## src/rtl/tc_mul_pipe.sv

```systemverilog
// tc_mul_pipe: pipelined signed x unsigned multiplier with shift and saturation.
// Define TC_MUL_ROUND_EN to round the right shift half-up instead of truncating.
module tc_mul_pipe #(
    parameter int DIN0_WIDTH = 17,
    parameter int DIN1_WIDTH = 16,
    parameter int DOUT_WIDTH = 31,
    parameter int SHIFT      = 0,
    parameter int LATENCY    = 3
) (
    input  logic                  ap_clk,
    input  logic                  ap_rst,
    input  logic                  ce,
    input  logic                  din_vld,
    input  logic [DIN0_WIDTH-1:0] din0,
    input  logic [DIN1_WIDTH-1:0] din1,
    output logic                  dout_vld,
    output logic [DOUT_WIDTH-1:0] dout,
    output logic                  ovf
);
    localparam int FW  = DIN0_WIDTH + DIN1_WIDTH;
    localparam int OW  = FW - SHIFT;
    localparam int XW  = (DOUT_WIDTH > FW + 1) ? DOUT_WIDTH : FW + 1;
    localparam int NP  = (LATENCY >= 3) ? LATENCY - 2 : 1;
    localparam int RSH = (SHIFT > 0) ? SHIFT - 1 : 0;
    localparam bit SAT_EN = OW > DOUT_WIDTH;

    localparam logic [FW:0] RND =
        (SHIFT > 0) ? ({{FW{1'b0}}, 1'b1} << RSH) : '0;
    localparam logic [XW-1:0] MAXV =
        {{(XW - DOUT_WIDTH + 1){1'b0}}, {(DOUT_WIDTH - 1){1'b1}}};
    localparam logic [XW-1:0] MINV =
        {{(XW - DOUT_WIDTH + 1){1'b1}}, {(DOUT_WIDTH - 1){1'b0}}};

    logic [DIN0_WIDTH-1:0] a;
    logic [DIN1_WIDTH-1:0] b;
    logic                  a_vld;

    if (LATENCY >= 2) begin : g_in
        logic [DIN0_WIDTH-1:0] a_q, a_d;
        logic [DIN1_WIDTH-1:0] b_q, b_d;
        logic                  v_q, v_d;

        always_comb begin
            a_d = a_q;
            b_d = b_q;
            v_d = v_q;
            if (ce) begin
                a_d = din0;
                b_d = din1;
                v_d = din_vld;
            end
        end

        always_ff @(posedge ap_clk) begin
            if (ap_rst) begin
                a_q <= '0;
                b_q <= '0;
                v_q <= 1'b0;
            end else begin
                a_q <= a_d;
                b_q <= b_d;
                v_q <= v_d;
            end
        end

        assign a     = a_q;
        assign b     = b_q;
        assign a_vld = v_q;
    end else begin : g_in_comb
        assign a     = din0;
        assign b     = din1;
        assign a_vld = din_vld;
    end

    // Both operands widened to FW bits; the FW-bit product is exact.
    logic signed [FW-1:0] a_ext;
    logic signed [FW-1:0] b_ext;
    logic signed [FW-1:0] prod;

    assign a_ext = {{DIN1_WIDTH{a[DIN0_WIDTH-1]}}, a};
    assign b_ext = {{DIN0_WIDTH{1'b0}}, b};
    assign prod  = a_ext * b_ext;

    logic [FW-1:0] p_fin;
    logic          p_vld;

    if (LATENCY >= 3) begin : g_prod
        logic [NP-1:0][FW-1:0] pr_q, pr_d;
        logic [NP-1:0]         pv_q, pv_d;

        always_comb begin
            pr_d = pr_q;
            pv_d = pv_q;
            if (ce) begin
                pr_d[0] = prod;
                pv_d[0] = a_vld;
                for (int i = 1; i < NP; i++) begin
                    pr_d[i] = pr_q[i-1];
                    pv_d[i] = pv_q[i-1];
                end
            end
        end

        always_ff @(posedge ap_clk) begin
            if (ap_rst) begin
                pr_q <= '0;
                pv_q <= '0;
            end else begin
                pr_q <= pr_d;
                pv_q <= pv_d;
            end
        end

        assign p_fin = pr_q[NP-1];
        assign p_vld = pv_q[NP-1];
    end else begin : g_prod_comb
        assign p_fin = prod;
        assign p_vld = a_vld;
    end

    logic signed [FW:0]    pw;
    logic signed [FW:0]    sh;
    logic signed [XW-1:0]  shx;
    logic [DOUT_WIDTH-1:0] res;
    logic                  res_ovf;

    // One guard bit above the product keeps the rounding add from wrapping.
    always_comb begin
        pw = $signed({p_fin[FW-1], p_fin});
`ifdef TC_MUL_ROUND_EN
        pw = pw + $signed(RND);
`endif
        sh      = pw >>> SHIFT;
        shx     = XW'(sh);
        res     = shx[DOUT_WIDTH-1:0];
        res_ovf = 1'b0;
        if (SAT_EN && (shx > $signed(MAXV))) begin
            res     = MAXV[DOUT_WIDTH-1:0];
            res_ovf = 1'b1;
        end else if (SAT_EN && (shx < $signed(MINV))) begin
            res     = MINV[DOUT_WIDTH-1:0];
            res_ovf = 1'b1;
        end
    end

    logic [DOUT_WIDTH-1:0] dout_q, dout_d;
    logic                  ovf_q, ovf_d;
    logic                  vld_q, vld_d;

    always_comb begin
        dout_d = dout_q;
        ovf_d  = ovf_q;
        vld_d  = vld_q;
        if (ce) begin
            dout_d = res;
            ovf_d  = res_ovf;
            vld_d  = p_vld;
        end
    end

    always_ff @(posedge ap_clk) begin
        if (ap_rst) begin
            dout_q <= '0;
            ovf_q  <= 1'b0;
            vld_q  <= 1'b0;
        end else begin
            dout_q <= dout_d;
            ovf_q  <= ovf_d;
            vld_q  <= vld_d;
        end
    end

    assign dout     = dout_q;
    assign ovf      = ovf_q;
    assign dout_vld = vld_q;

endmodule

```

## config.mk

```make
export PLATFORM = sky130hd
export DESIGN_NAME = tc_mul_pipe
export DESIGN_NICKNAME = d
export VERILOG_FILES = /design/src/rtl/tc_mul_pipe.sv
export SDC_FILE = /design/constraint.sdc
export NUM_CORES = 1
export LEC_CHECK = 0
export ABC_AREA = 1
export ABC_CLOCK_PERIOD_IN_PS = 17400
export CORE_ASPECT_RATIO = 0.8
export CORE_MARGIN = 1
export CORE_UTILIZATION = 55
export CTS_CLUSTER_SIZE = 10
export DETAILED_ROUTE_END_ITERATION = 8
export GPL_ROUTABILITY_DRIVEN = 0
export PLACE_DENSITY = 0.81
export SLEW_MARGIN = 20
export SYNTH_ARGS = -nofsm -noshare
export SYNTH_HDL_FRONTEND = slang
export SYNTH_SLANG_ARGS = --single-unit
```

## constraint.sdc

```tcl
create_clock -name ap_clk -period 17.4 [get_ports ap_clk]
set_input_delay 1.74 -clock ap_clk [delete_from_list [all_inputs] [get_ports ap_clk]]
set_output_delay 1.74 -clock ap_clk [all_outputs]
set_load 0.02 [all_outputs]
```

==> results_dict.tcl <==
set metrics [dict create \
    status "finished clean" \
    dpl.hpwl_um 28100 \
    hold_viol 0 \
    area_delta_synth_final_pct 7.10 \
    synth-simple-area-share_pct 19.3 \
    cts_inserted_buffers 9 \
    critPathTopFamily "adder cells" \
    via_per_inst 5.19 \
    crit_cells 21 \
    period_minus_slack_ns 6.32 \
    synth_seq_cells 101 \
    drive_above_1_share_pct 2.72 \
    cts_tree "built" \
    setup_viol 0 \
    relSlewSlack_pct 26.4 \
    ant_nets 0 \
    die-area_um2 28000 \
    wl_per_cell_um 15.0 \
    hold_buffers 0 \
    ys_seq_area_share_pct 13.5 \
    maxCapViolations 0 \
    grt_pass1_wl_um 60800 \
    yosys-mux-area-fraction_pct 0 \
    ys_types 35 \
    ys_warn_count 0 \
    critPathKind "flop to flop" \
    fin_crit_sh_pct 36.3 \
    diodes 0 \
    hp-start "g_prod.pr_q[3]$_SDFFE_PP0P_" \
    synth.area.top_cells "fa_1 (37%), inv_1 (14%), dfxtp_1 (13%), nand2_1 (12%), ha_1 (7.0%)" \
    cts_resized 0 \
    fp.coreArea_um2 26500 \
    synth_area_per_cell_um2 7.38 \
    regToRegSetupSlack_ns 11.08 \
    final_max_slew_viol_count 0 \
    tightest_slew_ns 1.10 \
    cts.clk_slew.worst_paths_ns 0.09 \
    critPathBufInv 4 \
    cp_slowest_cell "dfxtp_1" \
    first_pass_iters 6 \
    hold_path_class "flop to flop" \
    io_pins 70 \
    drt_iter0_markers 1030 \
    fmax_ghz 0.158 \
    routed_wl_um 35700 \
    tns_ns 0 \
    max_stage_delay_ns 0.92 \
    cts_buffer_depth 2 \
    yosysTopAreaCell "fa_1" \
    whs_path_depth 2 \
    synth_top_area_share_pct 36.6 \
    synth-xor-area-share_pct 0.759 \
    post_cts_buffers 0 \
    worstPathCellList "nand2_1, fa_1, fa_1, inv_1, fa_1, fa_1, fa_1, inv_1, fa_1, inv_1, ha_1, nand2_1, nor2_1, nor2_1, nand2_1, a21oi_1, nand2_1, nand2_1, nand3_1, nand2_1, inv_1" \
    static-leakage-power_nw 9.44 \
    grt-ovfl-total 0 \
    r2r_cells 21 \
    worstHoldEndpoint "dout[3]$_SDFFE_PP0P_" \
    io_buffers 69 \
    syn_nets 2428 \
    instances_no_fill 2379 \
    synth_top_family_by_area "adder cells" \
    drc_errors 0 \
    regToRegStartpoint "b[5]$_SDFFE_PP0P_" \
    worst_slack_ns 11.08 \
    clockRootBuffer "clkbuf_16" \
    insertion_delay_ns 0.37 \
    antenna_found_initial 0 \
    grt_max_degree 92 \
    finalPower_mw 1.32 \
    globalRouteTotalUtil_pct 27.3 \
    skew_ns 0.0166 \
    peakVddDrop_uv 68.8 \
    place_area_um2 15800 \
    required_ns 17.67 \
    synth_fa_ha_area_share_pct 43.6 \
    netlist_instances 2033 \
    crit_fanout 18 \
    worst_setup_path_end_kind "flop" \
    rows 53 \
    grt_pass1_vias 12900 \
    netlist_area_um2 15000 \
    design_area_um2 16100 \
    rsz0062_at_grt "no" \
    clock-sinks 101 \
    dp.cells 2364 \
    crit_arrival_ns 6.59 \
    initial_utilization_pct 56.6 \
    reg2reg_to "g_prod.pr_q[29]$_SDFFE_PP0P_" \
    cp-start-kind "flop" \
    pre_cts_ws_ns 11.21 \
    nNetsFinal 2413 \
    power_density_nw_per_um2 81.9 \
    dieHeight_um 150 \
    h-tree-depth 3 \
    synth_compound_area_share_pct 6.09 \
    die_w_um 187 \
    vias 12300 \
]
-- synthesized netlist by cell type --
| library cell | number |
|---|---|
| inv_1 | 561 |
| nand2_1 | 474 |
| fa_1 | 274 |
| nor2_1 | 161 |
| dfxtp_1 | 101 |
| o21ai_0 | 89 |
| clkbuf_1 | 88 |
| ha_1 | 84 |
| a21oi_1 | 58 |
| nand3_1 | 41 |
| nand4_1 | 12 |
| inv_2 | 10 |
| xor2_1 | 10 |
| nor2_2 | 9 |
| buf_2 | 7 |
| o21bai_1 | 6 |
| and2_1 | 5 |
| nand2_2 | 5 |
| o21ai_1 | 5 |
| buf_1 | 4 |
| o2bb2ai_1 | 4 |
| a21o_1 | 3 |
| nand3b_1 | 3 |
| nor3_2 | 3 |
| xnor2_1 | 3 |
| a21oi_2 | 2 |
| nor2_4 | 2 |
| nor3_1 | 2 |
| a31o_1 | 1 |
| a31oi_1 | 1 |
| nand2b_1 | 1 |
| nand3_2 | 1 |
| nor4_2 | 1 |
| o21ai_2 | 1 |
| o221ai_1 | 1 |
-- cells in the final DEF, fill, tap and decap left out, types with 3 or more instances in the layout --
| master | netlist | layout |
|---|---|---|
| o21ai_0 | 89 | 89 |
| clkdlybuf4s50_1 | 0 | 68 |
| and2_1 | 5 | 5 |
| nand3_1 | 41 | 41 |
| o21ai_1 | 5 | 5 |
| nand4_1 | 12 | 12 |
| dfxtp_1 | 101 | 101 |
| nand3b_1 | 3 | 3 |
| clkinv_4 | 0 | 3 |
| nand2_1 | 474 | 474 |
| o2bb2ai_1 | 4 | 4 |
| inv_1 | 561 | 560 |
| a21o_1 | 3 | 3 |
| nor2_1 | 161 | 161 |
| clkbuf_16 | 0 | 9 |
| buf_4 | 0 | 5 |
| inv_2 | 10 | 10 |
| nor2_2 | 9 | 9 |
| xor2_1 | 10 | 10 |
| nand2_2 | 5 | 5 |
| nor3_2 | 3 | 3 |
| fa_1 | 274 | 274 |
| a21oi_1 | 58 | 58 |
| ha_1 | 84 | 84 |
| xnor2_1 | 3 | 3 |
| o21bai_1 | 6 | 6 |
-- cells by family (layout without fill, tap and decap cells) --
group | after synthesis | after routing
xor gates and xnor gates | 13 | 13
DFF | 101 | 101
adders and majority gates | 358 | 358
and+or+nand+nor | 720 | 720
buffers and inverters | 670 | 659
AOI/OAI and AO/OA | 171 | 171
-- routing by layer --
metal  vias up  global-route usage [%]  wire (um)  share of wire, %
li1       5769                       -          -                 -
met5         -                       0          0                 0
met1      6016                    33.2      14200                40
met4         0                    12.3       1230               3.5
met3        86                    3.47       2400               6.7
met2       469                    48.7      17900                50
-- state kept, by name (all words and copies together) (netlist names) --
register     flops
dout_vld         1
a_vld            1
b               16
a               17
g_prod.pv_q      1
g_prod.pr_q     33
ovf              1
dout            31
-- layout make-up --
cell class	count	area, um^2
Tap cell	357	447
Clock inverter	6	55.1
Inverter	571	2140
Multi-Input combinational cell	1262	10500
Clock buffer	9	225
Timing Repair Buffer	73	718
Sequential cell	101	2020
Fill cell	2295	10500
-- worst max path at each step --
stage                                         to               start
floorplan           g_prod.pr_q[32]$_SDFFE_PP0P_  a[16]$_SDFFE_PP0P_
global placement    g_prod.pr_q[27]$_SDFFE_PP0P_   b[5]$_SDFFE_PP0P_
detailed placement  g_prod.pr_q[29]$_SDFFE_PP0P_   b[5]$_SDFFE_PP0P_
CTS                 g_prod.pr_q[29]$_SDFFE_PP0P_   b[2]$_SDFFE_PP0P_
global route        g_prod.pr_q[29]$_SDFFE_PP0P_   b[5]$_SDFFE_PP0P_
finish              g_prod.pr_q[29]$_SDFFE_PP0P_   b[5]$_SDFFE_PP0P_
-- tightest hold or removal path: stages, from the launching register on --
cell and delay (ns):
dfxtp_1 0.31, nand2_1 0.06, a21oi_1 0.06
-- power by group --
part / total, mW / internal, mW / switching [mW]
logic: 0.792 / 0.295 / 0.497
clock network: 0.209 / 0.0996 / 0.109
registers: 0.316 / 0.267 / 0.0488
-- stage by stage --
stage                     hold WS [ns]  util [%]
after floorplan                  0.439         -
after global placement           0.454      59.5
after detailed placement         0.457      59.5
after CTS                        0.471      60.6
after global routing             0.491      60.6
final                            0.464      60.6
Power figures use the tool's default switching activity.
